`config.mk`:
```
export PLATFORM = sky130hd
export DESIGN_NAME = accu_alu_cpu
export DESIGN_NICKNAME = d
export VERILOG_FILES = /design/src/rtl/accu_alu_cpu.sv
export SDC_FILE = /design/constraint.sdc
export NUM_CORES = 1
export LEC_CHECK = 0
export ABC_AREA = 1
export CELL_PAD_IN_SITES_DETAIL_PLACEMENT = 2
export CELL_PAD_IN_SITES_GLOBAL_PLACEMENT = 2
export CORE_MARGIN = 1.5
export CORE_UTILIZATION = 37
export CTS_CLUSTER_DIAMETER = 80
export DETAILED_ROUTE_END_ITERATION = 8
export PLACE_DENSITY = 0.84
export SYNTH_ARGS = -nofsm -noshare
export SYNTH_HDL_FRONTEND = slang
export SYNTH_SLANG_ARGS = --single-unit
```
`constraint.sdc`:
```
create_clock -name clk -period 6.21 [get_ports clk]
set_input_delay 0.621 -clock clk [delete_from_list [all_inputs] [get_ports clk]]
set_output_delay 0.621 -clock clk [all_outputs]
set_load 0.05 [all_outputs]
```
`src/rtl/accu_alu_cpu.sv`:
```
// Accumulator-based datapath: ACCU plus seven general registers feeding an ALU.
// Optional macro ZERO_FLAG_EN adds a registered `zero` result flag.
module accu_alu_cpu #(
    parameter int WIDTH = 8
) (
    input  logic             clk,
    input  logic             rst,
    input  logic [WIDTH-1:0] data_in,
    input  logic [6:0]       opcode,
    input  logic             cin,
    output logic             cout,
    input  logic             load,
    input  logic             ce,
`ifdef ZERO_FLAG_EN
    output logic             zero,
`endif
    output logic [WIDTH-1:0] data_out
);

    typedef enum logic [3:0] {
        OP_ADD    = 4'h0,
        OP_SUB    = 4'h1,
        OP_LSHIFT = 4'h2,
        OP_RSHIFT = 4'h3,
        OP_XOR    = 4'h4,
        OP_CMP    = 4'h5,
        OP_AND    = 4'h6,
        OP_NAND   = 4'h7,
        OP_OR     = 4'h8,
        OP_NOR    = 4'h9,
        OP_CPY    = 4'hA
    } alu_op_e;

    logic [WIDTH-1:0] accu;
    // Indexed directly by the 3-bit select; select 0 means ACCU itself.
    logic [WIDTH-1:0] reg_file [1:7];

    logic [2:0]       sel;
    alu_op_e          op;
    logic [WIDTH-1:0] operand_b;
    logic [WIDTH:0]   sum;
    logic [WIDTH:0]   diff;
    logic             alu_en;
    logic [WIDTH-1:0] alu_accu;
    logic             alu_cout;
    logic             alu_zero;

    assign sel      = opcode[6:4];
    assign op       = alu_op_e'(opcode[3:0]);
    assign data_out = accu;

    assign operand_b = (sel == 3'd0) ? accu : reg_file[sel];
    assign sum  = {1'b0, accu} + {1'b0, operand_b} + {{WIDTH{1'b0}}, cin};
    // The extra MSB of a widened subtraction is the borrow out.
    assign diff = {1'b0, accu} - {1'b0, operand_b} - {{WIDTH{1'b0}}, cin};

    // NOTE: every combinational output gets a default first so no latch is inferred.
    always_comb begin
        alu_en   = 1'b1;
        alu_accu = accu;
        alu_cout = 1'b0;
        case (op)
            OP_ADD:    {alu_cout, alu_accu} = sum;
            OP_SUB:    {alu_cout, alu_accu} = diff;
            OP_LSHIFT: begin
                alu_accu = {accu[WIDTH-2:0], cin};
                alu_cout = accu[WIDTH-1];
            end
            OP_RSHIFT: begin
                alu_accu = {cin, accu[WIDTH-1:1]};
                alu_cout = accu[0];
            end
            OP_XOR:    alu_accu = accu ^ operand_b;
            OP_CMP:    alu_cout = (accu < operand_b);
            OP_AND:    alu_accu = accu & operand_b;
            OP_NAND:   alu_accu = ~(accu & operand_b);
            OP_OR:     alu_accu = accu | operand_b;
            OP_NOR:    alu_accu = ~(accu | operand_b);
            OP_CPY:    alu_accu = operand_b;
            default:   alu_en   = 1'b0;
        endcase
        alu_zero = (op == OP_CMP) ? (accu == operand_b) : (alu_accu == '0);
    end

    // NOTE: the register file is small and architecturally visible, so it is reset with the rest of the state.
    always_ff @(posedge clk or negedge rst) begin
        if (!rst) begin
            accu <= '0;
            cout <= 1'b0;
            for (int i = 1; i <= 7; i++) reg_file[i] <= '0;
`ifdef ZERO_FLAG_EN
            zero <= 1'b0;
`endif
        end else if (ce) begin
            if (load) begin
                if (sel == 3'd0) accu <= data_in;
                else             reg_file[sel] <= data_in;
            end else if (alu_en) begin
                accu <= alu_accu;
                cout <= alu_cout;
`ifdef ZERO_FLAG_EN
                zero <= alu_zero;
`endif
            end
        end
    end

`ifndef ZERO_FLAG_EN
    logic unused_zero;
    assign unused_zero = alu_zero;
`endif

endmodule

```
; Word-level counts from Yosys, hierarchy flattened
; Cells that the tools add are included.
[classes]
n_addsub = 4
magnitude_cmp = 3
eq_ne = 11
n_mux = 13
bitwise = 8
n_reduce_logical = 9
[ops]
columns = cell, n
row1 = one-hot mux 8 bit (10 select lines), 1
row2 = bitwise mux 56 bit, 1
row3 = 2-to-1 mux 8 bit, 7
row4 = binary-select mux 8 bit (select 3 bit), 1
row5 = demux 8 bit (select 3 bit), 1
row6 = "equality test 4 x 3 -> 1 bit, second input constant", 4
row7 = inverter 8 bit, 2
row8 = "equality test 4 bit, second input constant", 3
row9 = nonzero test 11 bit, 1
row10 = OR reduction 11 bit, 1
row11 = adder 8 x 8 -> 9 bit, 1
row12 = adder 9 x 1 -> 9 bit, 1
row13 = subtractor 8 x 8 -> 9 bit, 1
row14 = subtractor 9 x 1 -> 9 bit, 1
row15 = AND 8 bit, 1
row16 = "equality test 4 x 2 -> 1 bit, second input constant", 2
row17 = < comparator 8 bit, 1
row18 = OR 8 bit, 1
row19 = XOR 8 bit, 1
row20 = AND reduction 3 bit, 2
row21 = one-hot mux 1 bit (5 select lines), 1
row22 = "equality test 4 x 1 -> 1 bit, second input constant", 1
row23 = ">= comparator 4 bit, second input constant", 1
row24 = zero test 4 bit, 1
row25 = 9 further kinds, 10
[totals]
ff_bits = 65
input_bits = 20
out_inout_bits = 9

; Longest topological paths before layout
; Gate-level depths: netlist of run 1.
[logic_depth]
ltp_word = 10
mapped_depth = 24

; Worst setup path after synthesis of run 1
; Ideal clock, no wire load.
[synth_timing]
path_kind = input to register
startpoint = in opcode[4]
endpoint = reg accu[5], in the netlist data_out[5]
setup_time_ns = 0.118
arrival_time_ns = 3.023
required_time_ns = 6.092
slack_ns = 3.068
stages = 23
n_path_buf = 2
cell_sequence = buf_2 -> inv_2 -> buf_2 -> nand2_1 -> nand2_1 -> nand2_1 -> nand2_1 -> nand2_1 -> nand3_1 -> inv_1 -> fa_1 -> inv_1 -> ha_1 -> o21ai_0 -> nand2_1 -> nand2_1 -> nand3b_1 -> nand3_1 -> nand2_1 -> inv_1 -> nand3_1 -> nand2_1 -> nand2_1
[synth_between]
elab_chain_len = 10
elab_cells_between_ends = 20
cone_classes = add/sub (4) / eq/ne (1) / mux (7) / bitwise (6) / reduce/logical (2)
[synth_rtl]
columns = element, line
row1 = start: declaration, 9  ; input logic [6:0] opcode,
row2 = inverter 3 -> 4 bit (implied by the code), 52  ; assign operand_b = (sel == 3'd0) ? accu : reg_file[sel];
row3 = binary-select mux 8 bit (select 3 bit), 52
row4 = 2-to-1 mux 8 bit (implied by the code) (2 in a row), 52
row5 = 2-to-1 mux 8 bit, 52
row6 = "subtractor 8 x 8 -> 9 bit, or another cell as far along", 55  ; assign diff = {1'b0, accu} - {1'b0, operand_b} - {{WIDTH{1'b0}}, cin};
row7 = "subtractor 9 x 1 -> 9 bit, or another cell as far along", 55
row8 = one-hot mux 8 bit (10 select lines), 62  ; case (op)
row9 = 2-to-1 mux 8 bit, 98  ; end else if (alu_en) begin
row10 = 2-to-1 mux 8 bit, 95  ; if (load) begin
row11 = end signal: assignment, 96  ; if (sel == 3'd0) accu <= data_in;
row12 = end signal: assignment, 99  ; accu <= alu_accu;
row13 = end: declaration, 34  ; logic [WIDTH-1:0] accu;
; Several ways; a longest one is shown, not always the timed one. The select of a mux whose other input is x is not followed.
; A chain may end at the register's enable or synchronous reset.

; Worst setup path in the final report of run 1
[layout_timing]
startpoint = in opcode[5]
endpoint = reg cout
[layout_between]
elab_chain_len = 8
elab_cells_between_ends = 12
cone_classes = add/sub (4) / order compare (1) / mux (5) / bitwise (1) / reduce/logical (1)
[layout_rtl]
columns = element, line
row1 = inverter 3 -> 4 bit (implied by the code), 52
row2 = binary-select mux 8 bit (select 3 bit), 52
row3 = 2-to-1 mux 8 bit (implied by the code) (2 in a row), 52
row4 = 2-to-1 mux 8 bit *, 52
row5 = subtractor 8 x 8 -> 9 bit / adder 8 x 8 -> 9 bit (equally long branches), "55, 53"
row6 = subtractor 9 x 1 -> 9 bit / adder 9 x 1 -> 9 bit (equally long branches), "55, 53"
row7 = one-hot mux 1 bit (5 select lines) *, 62
row8 = end signal: assignment, 100  ; cout <= alu_cout;
row9 = end: declaration, 11  ; output logic cout,
; Every way passes the cells marked *; elsewhere a longest branch is shown, timed or not. The select of a mux whose other input is x is not followed.

==> impl_metrics.ini, run 1 <==
[run_status]
outcome = finished clean

[sta]
setup_violations = 0
min_period_ns = 4.567
fin_ws_ns = 1.643
slew_headroom_pct = 41.15
fin_setup_tns_ns = 0
fmax_mhz = 219.0
finClkSkew_ns = 0.008161
tightest_slew_ns = 0.8827
whs_ns = 0.4697
hold_viol = 0
rsz0062_at_grt = no
slew_violations = 0
fin_crit_sh_pct = 73.54

[hold_path]
hp-class = in2async

[place]
dp.cells = 951
hpwlAfterDp_microns = 14820
io_buffer_count = 28
place.gp.congestion = 0.8550
dp_slack_ns = 1.406
place_area_sq_mm = 0.005527

[setup_path]
path_common_cell = nand2_1
path_max_fanout = 15
regToRegSetupSlack_ns = 3.14
reg2reg_from = reg_file[16]
slowest_delay_ns = 0.98
critPathBufInv = 4
cp.required_ns = 6.44
crit_family = buffers and inverters
setup.worst_path.end_class = register
cp_cell_sequence = clkdlybuf4s50_1 -> inv_1 -> nand3_1 -> inv_1 -> nand2_1 -> nand2_1 -> nor2_1 -> nand2_1 -> nand2_1 -> ha_1 -> ha_1 -> inv_1 -> o21ai_0 -> nand4_1 -> a21o_1 -> nand3_1 -> nand2_1 -> nand2_1 -> nand2_1
regToRegEndpoint = data_out[5]
cp.arrival_ns = 4.79
critPathKind = in2reg
start_kind = primary input
cpMaxStageDelayCell = clkdlybuf4s50_1
reg2regPathDepth = 20

[synth]
ys_top_cells_by_count = 307 x nand2_1, 79 x inv_1, 65 x dfrtp_1
yosys_warnings = 0
netlist.area_leader.share_pct = 31.74
yosysSeqAreaShare_pct = 31.74
synthesis.instances = 767
synthMuxAreaShare_pct = 0
synthAdderAreaFrac_pct = 10.84
syn_area_sq_mm = 0.005125
ys_ff_latch = 65
ys_top_cells_by_area = dfrtp_1 32%, nand2_1 22%, ha_1 9.3%
postSynthAreaPerCell_sq_um = 6.682
synth_xor_area_share_pct = 0.8545
synth_compound_area_share_pct = 11.52
synth-simple-area-share_pct = 36.77
synth.most_common_cell = nand2_1
synth_edf_count = 0
synth_top_family_by_area = simple AND/OR/NAND/NOR gates
postSynth.asyncResetShare_pct = 100.0
ys.flop_type = dfrtp_1
synth.distinct_cells = 34
yosysTopAreaCell = dfrtp_1
syn_nets = 829

[drt]
drt_iter0_markers = 247
vias_per_cell = 5.419
wl_per_cell_microns = 20.57
drt_wl_total_microns = 19850
ant_nets = 0
drc = 0
vias = 5229
drtPass1Iterations = 4

[floorplanning]
die-area_sq_mm = 0.01457
start_util_pct = 38.24
die_x_microns = 120.7
die_h_microns = 120.7
coreArea_sq_mm = 0.01340
ioPinCount = 29
rows = 42

[layout]
fin_nets = 848
final_area_sq_mm = 0.005812
synthToLayoutAreaGrowth_pct = 13.40
diodes = 0
fin_util_pct = 43.37
drive_gt1_share_pct = 3.929
instances_no_fill = 965

[power]
vdd_drop_max_uv = 171.8
power-per-cell-area_mw_per_mm2 = 337.0
power_mw = 1.959
p_leak_nw = 2.999

[clocking]
clk_latency_ns = 0.34
cts.clk_slew.worst_paths_ns = 0.06
cts_inserted_buffers = 9
cts_resized = 0
cts_root_buf = clkbuf_16
cts-htree-levels = 3
cts_hold_buf = 0
postCtsSetupRepairBufs = 0
clockBufferDepth = 2
cts_tree = done
clock_sinks = 65

[global_route]
antenna_found_initial = 0
grt_overflow_total = 0
grt_pass1_wl_microns = 32360
grt_pass1_vias = 5854
grtUsageTotal_pct = 29.06
grt_max_degree = 66

[run]
cap_viol_max_count = 0
[cells by family (layout without fill, tap and decap cells)]
kind of cell | Yosys count | in the layout
and+or+nand+nor | 437 | 437
AOI/OAI and AO/OA | 113 | 113
buffers and inverters | 105 | 127
DFF | 65 | 65
adders and majority gates | 42 | 42
xor gates and xnor gates | 5 | 5
[worst register-to-register path: stages, from the launching register on]
cell	delay, ns
dfrtp_1	0.37
nand2_1	0.08
nand2_1	0.08
nand2_1	0.05
nand2_1	0.09
nand2_1	0.06
nand3_1	0.21
inv_1	0.11
fa_1	0.58
inv_1	0.07
ha_1	0.17
o21ai_0	0.34
nand2_1	0.17
nand2_1	0.12
nand3b_1	0.08
nand3_1	0.09
nand2_1	0.06
inv_1	0.06
nand3_1	0.06
nand2_1	0.06
nand2_1	0.06
[area by class of cell]
class | count | area (sq um)
clock buffer | 11 | 242.7
clock inverter | 3 | 42.54
fill | 1654 | 7589
inverter | 82 | 307.8
multi-input combinational | 597 | 3074
sequential | 65 | 1627
tap | 176 | 220.2
timing repair buffer | 31 | 297.8
[worst max path at each step]
stage / from / slack [ns] / endpoint / cells after the start
2_1_floorplan: opcode[4] / 3.07 / data_out[5] / 23
3_3_place_gp: opcode[6] / 1.58 / cout / 18
3_5_place_dp: opcode[4] / 1.41 / data_out[5] / 20
4_1_cts: opcode[5] / 1.71 / cout / 19
5_1_grt: opcode[4] / 1.33 / data_out[5] / 20
6_report: opcode[5] / 1.64 / cout / 19
[layout by cell type (no fill, tap or decap), drive strengths merged, types with 2 or more instances in the layout]
cell / count
nor3: 3
o21a: 2
inv: 81
clkdlybuf4s50: 27
clkbuf: 11
buf: 4
a21o: 2
fa: 4
nor2: 48
nand4: 23
a21oi: 23
ha: 38
nand3: 46
dfrtp: 65
nand3b: 3
nand2: 311
o211ai: 5
or2: 2
xor2: 4
o21ai: 79
clkinv: 2
[registers in the layout, summed over array words and instances, names as in the netlist]
name      cells
cout          1
data_out      8
reg_file     56
[routing by layer]
layer | GRT usage [%] | routed length [microns]
met1 | 34.71 | 8556
met2 | 53.73 | 10350
met3 | 2.453 | 337
met4 | 11.25 | 601
met5 | 0 | 0
[where the power goes]
part	internal [mW]	switching [mW]	leakage, nW
registers	0.516	0.0929	0.825
clock network	0.316	0.186	0.137
logic	0.285	0.563	2.04
Note: power is estimated with default switching activity, not from simulation.
==> run 2, diff against run 1 <==
--- a/config.mk
+++ b/config.mk
@@ -9,10 +9,10 @@
 export CELL_PAD_IN_SITES_DETAIL_PLACEMENT = 2
 export CELL_PAD_IN_SITES_GLOBAL_PLACEMENT = 2
 export CORE_MARGIN = 1.5
-export CORE_UTILIZATION = 37
+export CORE_UTILIZATION = 31
 export CTS_CLUSTER_DIAMETER = 80
 export DETAILED_ROUTE_END_ITERATION = 8
-export PLACE_DENSITY = 0.84
+export PLACE_DENSITY = 0.74
 export SYNTH_ARGS = -nofsm -noshare
 export SYNTH_HDL_FRONTEND = slang
 export SYNTH_SLANG_ARGS = --single-unit
==> constraint.sdc (replaced) <==
create_clock -name clk -period 3.68 [get_ports clk]
set_input_delay 0.368 -clock clk [delete_from_list [all_inputs] [get_ports clk]]
set_output_delay 0.368 -clock clk [all_outputs]
set_load 0.05 [all_outputs]
==> impl_metrics.ini, run 2 (synthesized netlist as in run 1, its figures left out) <==
[sta]
setup_violations = 0
fin_crit_sh_pct = 92.91
hold_viol = 0
fin_setup_tns_ns = 0
whs_ns = 0.1554
fmax_mhz = 292.5
slew_headroom_pct = 40.31
slew_violations = 0
rsz0062_at_grt = no
fin_ws_ns = 0.2611
finClkSkew_ns = 0.005548
tightest_slew_ns = 0.8954
min_period_ns = 3.419

[drt]
wl_per_cell_microns = 19.48
vias_per_cell = 5.117
drt_wl_total_microns = 20050
drtPass1Iterations = 4
vias = 5265
drc = 0
drt_iter0_markers = 186
ant_nets = 0

[clocking]
cts_root_buf = clkbuf_16
cts_tree = done
clockBufferDepth = 2
cts.clk_slew.worst_paths_ns = 0.05
clock_sinks = 65
cts_inserted_buffers = 9
cts-htree-levels = 3
clk_latency_ns = 0.33

[power]
p_seq_share_pct = 29.9
p_comb_share_pct = 43.8
p_switching_mw = 1.415
sw_frac_of_total_pct = 41.77
vdd_drop_max_uv = 337.5
power_mw = 3.387
internal_power_mw = 1.972
clock_power_share_pct = 26.3
p_leak_nw = 3.128
power-per-cell-area_mw_per_mm2 = 558.6

[global_route]
grt_pass1_vias = 5798
grt_max_degree = 37
grt_overflow_total = 0
antenna_found_initial = 0
grtUsageTotal_pct = 23.93
grt_pass1_wl_microns = 32300

[layout]
final_common_cell = nand2_1
multi_input_area_sq_mm = 0.003074
regArea_sq_mm = 0.001627
diodes = 0
regMostFlops = reg_file
drive_gt1_share_pct = 6.642
final_cell_mix = 307 x nand2_1, 79 x inv_1, 65 x dfrtp_1
fin_util_pct = 37.89
instances_no_fill = 1029
num-fill-cells = 2015
largest_register_ffs = 56
synthToLayoutAreaGrowth_pct = 18.31
final_area_sq_mm = 0.006063
fin_nets = 870

[place]
io_buffer_count = 28
place.gp.congestion = 0.8854
dp_slack_ns = -0.05352
place_area_sq_mm = 0.005754
hpwlAfterDp_microns = 15540
dp.cells = 1013

[setup_path]
reg2regPathDepth = 15
start_kind = primary input
cp.required_ns = 3.90
regToRegEndpoint = cout
path_max_fanout = 20
cp.arrival_ns = 3.64
critPathCapture = cout
setup.worst_path.end_class = register
reg2reg_from = reg_file[51]
regToRegSetupSlack_ns = 0.79
critPathKind = in2reg
crit_start = opcode[4]

[floorplanning]
rows = 46
coreArea_sq_mm = 0.01600
ioPinCount = 29
die-area_sq_mm = 0.01731
die_x_microns = 131.6
die_h_microns = 131.6
start_util_pct = 32.03

[hold_path]
hp-class = in2async

[run_status]
outcome = finished clean

[run]
cap_viol_max_count = 0
==> run 2: area by class of cell <==
type / instances / area share (%)
clock buffers: 14 / 4.519
clock inverters: 2 / 0.5778
inverters: 82 / 5.076
multi-input cells: 597 / 50.70
flip-flops and latches: 65 / 26.83
well taps: 216 / 4.457
repair buffers: 53 / 7.842
==> run 2: how the worst min path moves through the flow <==
stage                     cells past startpoint         start      endpoint  slack [ns]
final                                         1           rst  reg_file[22]        0.16
after global routing                          1           rst  reg_file[30]        0.22
after CTS                                     1           rst   data_out[1]        0.18
after detailed placement                      2  reg_file[22]  reg_file[22]        0.48
after global placement                        2  reg_file[25]  reg_file[25]        0.47
after floorplan                               0           rst          cout        0.07
==> run 2: metal layers <==
| layer | vias up | wire length [microns] | track usage, % | share of wire, % |
|---|---|---|---|---|
| met3 | 35 | 438 | 3.125 | 2.2 |
| met2 | 68 | 10380 | 43.80 | 52 |
| met1 | 2630 | 8669 | 28.54 | 43 |
| met5 | - | 0 | 0 | 0 |
| met4 | 0 | 558 | 8.457 | 2.8 |
| li1 | 2532 | - | - | - |
==> run 2: power by group through the flow <==
stage	Clock [mW]	Combinational, mW	Sequential (mW)
after global routing	0.940	1.66	1.03
after detailed placement	0	1.48	1.02
final	0.890	1.48	1.01
after CTS	0.911	1.49	1.01
after floorplan	0	0.890	1.05
after global placement	0	1.41	1.02
==> run 2: worst max-delay path, stage by stage <==
cell and delay, ns:
clkdlybuf4s50_1 0.45, buf_4 0.25, nor3_1 0.33, nand2_1 0.11
nand2_1 0.08, nor2_1 0.04, nand2_1 0.11, nand2_1 0.12
ha_1 0.32, ha_1 0.35, inv_1 0.09, o21ai_0 0.37
nand4_1 0.18, a21o_1 0.19, nand3_1 0.06, nand2_1 0.08
nand2_1 0.08, nand2_1 0.05
==> run 2: repair_timing <==
item / 4_1_cts / 5_1_grt
setup endpoints to repair: 0 / 1
resized for setup: 0 / 1
buffers inserted: 0 / 0
hold buffers: 0 / 0
==> run 3, diff against run 2 <==
--- a/config.mk
+++ b/config.mk
@@ -12,7 +12,7 @@
 export CORE_UTILIZATION = 31
 export CTS_CLUSTER_DIAMETER = 80
 export DETAILED_ROUTE_END_ITERATION = 8
-export PLACE_DENSITY = 0.74
+export PLACE_DENSITY_LB_ADDON = 0.1
 export SYNTH_ARGS = -nofsm -noshare
 export SYNTH_HDL_FRONTEND = slang
 export SYNTH_SLANG_ARGS = --single-unit
==> impl_metrics.ini, run 3 (synthesized netlist as in run 1, its figures left out) <==
[drt]
vias = 5275
drt_wl_total_microns = 20150
drc = 0
ant_nets = 0
vias_per_cell = 5.102
wl_per_cell_microns = 19.49
drt_iter0_markers = 207
drtPass1Iterations = 4

[setup_path]
cp.arrival_ns = 3.61
setup.worst_path.end_class = register
regToRegEndpoint = data_out[7]
reg2reg_from = reg_file[0]
cp.required_ns = 3.90
regToRegSetupSlack_ns = 0.87
reg2regPathDepth = 18
path_max_fanout = 16
critPathKind = in2reg
start_kind = primary input

[global_route]
grt_util_met3_pct = 1.505
use_met2_pct = 45.26
grt_pass1_vias = 6028
grt.busiest_layer = met2
grt_overflow_total = 0
grtUsageTotal_pct = 24.10
grt_util_met1_pct = 28.49
grt_pass1_wl_microns = 32970
grt_max_degree = 41
antenna_found_initial = 0

[floorplanning]
coreArea_sq_mm = 0.01600
die_h_microns = 131.6
rows = 46
start_util_pct = 32.03
die_x_microns = 131.6
die-area_sq_mm = 0.01731
ioPinCount = 29

[power]
p_switching_mw = 1.405
sw_frac_of_total_pct = 41.35
power_mw = 3.398
p_seq_share_pct = 29.9
internal_power_mw = 1.993
clock_power_share_pct = 26.2
vdd_drop_max_uv = 299.9
power-per-cell-area_mw_per_mm2 = 555.4
p_leak_nw = 3.158
p_comb_share_pct = 43.8

[place]
dp_slack_ns = -0.3063
io_buffer_count = 28
hpwlAfterDp_microns = 15460
place_area_sq_mm = 0.005804
place.gp.congestion = 0.8585

[run]
cap_viol_max_count = 0

[sta]
hold_viol = 0
fmax_mhz = 294.3
slew_headroom_pct = 32.08
finClkSkew_ns = 0.005620
setup_violations = 0
fin_setup_tns_ns = 0
fin_crit_sh_pct = 92.32
slew_violations = 0
rsz0062_at_grt = no
fin_ws_ns = 0.2826
min_period_ns = 3.397
tightest_slew_ns = 1.015

[clocking]
clk_latency_ns = 0.33
cts_inserted_buffers = 9
clockBufferDepth = 2
clock_sinks = 65
cts.clk_slew.worst_paths_ns = 0.05
cts-htree-levels = 3
postCtsSetupRepairBufs = 0
cts_hold_buf = 0
cts_tree = done
cts_root_buf = clkbuf_16

[layout]
fin_nets = 875
regMostFlops = reg_file
diodes = 0
final_common_cell = nand2_1
synthToLayoutAreaGrowth_pct = 19.36
final_area_sq_mm = 0.006117
drive_gt1_share_pct = 7.335
largest_register_ffs = 56
final_cell_mix = 307 x nand2_1, 79 x inv_1, 65 x dfrtp_1

[run_status]
outcome = finished clean

[hold_path]
hp-class = in2async
run 3: cell types whose count changed in the layout (fill, tap and decap cells not counted), sizes merged:
cell / delta
buf: +5
run 3: cell type report:
class / count / area [sq um]
Tap cell: 216 / 270.3
Fill cell: 1992 / 9883
Inverter: 82 / 307.8
Sequential cell: 65 / 1627
Multi-Input combinational cell: 597 / 3078
Timing Repair Buffer: 58 / 525.5
Clock inverter: 2 / 35.03
Clock buffer: 14 / 274.0
run 3: what timing repair did:
item	in CTS	in global routing
hold endpoints to repair	0	0
setup endpoints to repair	0	3
gates resized for setup	0	2
run 3: power groups by stage:
stage               Clock [mW]  Combinational, mW  Sequential (mW)
CTS                      0.907               1.50             1.02
finish                   0.891               1.49             1.02
floorplan                    0              0.890             1.05
global route             0.929               1.67             1.04
global placement             0               1.42             1.02
detailed placement           0               1.48             1.03
run 3: how the worst max path moves through the flow:
stage	from	end	slack [ns]
3_3_place_gp	opcode[4]	data_out[5]	-0.16
2_1_floorplan	opcode[4]	data_out[5]	0.79
4_1_cts	opcode[4]	data_out[5]	0.006
5_1_grt	opcode[4]	data_out[7]	0.03
6_report	opcode[4]	data_out[7]	0.28
3_5_place_dp	opcode[4]	data_out[5]	-0.31
run 3: per-layer routing:
layer | vias to the layer above | wire (microns)
li1 | 2554 | -
met1 | 2624 | 8732
met2 | 68 | 10570
met3 | 29 | 272
met4 | 0 | 578
met5 | - | 0
run 3: worst max-delay path, stage by stage:
cell             delay (ns)
clkdlybuf4s50_1        0.51
inv_2                  0.30
buf_4                  0.24
nand2_1                0.07
nand2_1                0.06
nand2_1                0.04
nand2_1                0.07
nand2_1                0.06
nand3_1                0.14
inv_1                  0.10
ha_1                   0.35
ha_1                   0.40
a21o_1                 0.21
a21oi_1                0.17
nand3_1                0.11
nand3_1                0.13
nand4_1                0.15
nand2_1                0.09
nand2_1                0.04
run 3: per-stage QoR:
step / hold slack [ns] / std cells / util (%)
6_report: 0.05626 / 1034 / 38.23
5_1_grt: 0.1011 / 1034 / 38.23
4_1_cts: 0.06876 / 1034 / 38.21
3_5_place_dp: 0.4217 / 1018 / 36.28
3_3_place_gp: 0.4154 / 1018 / 36.28
2_1_floorplan: 0.07241 / 767 / -
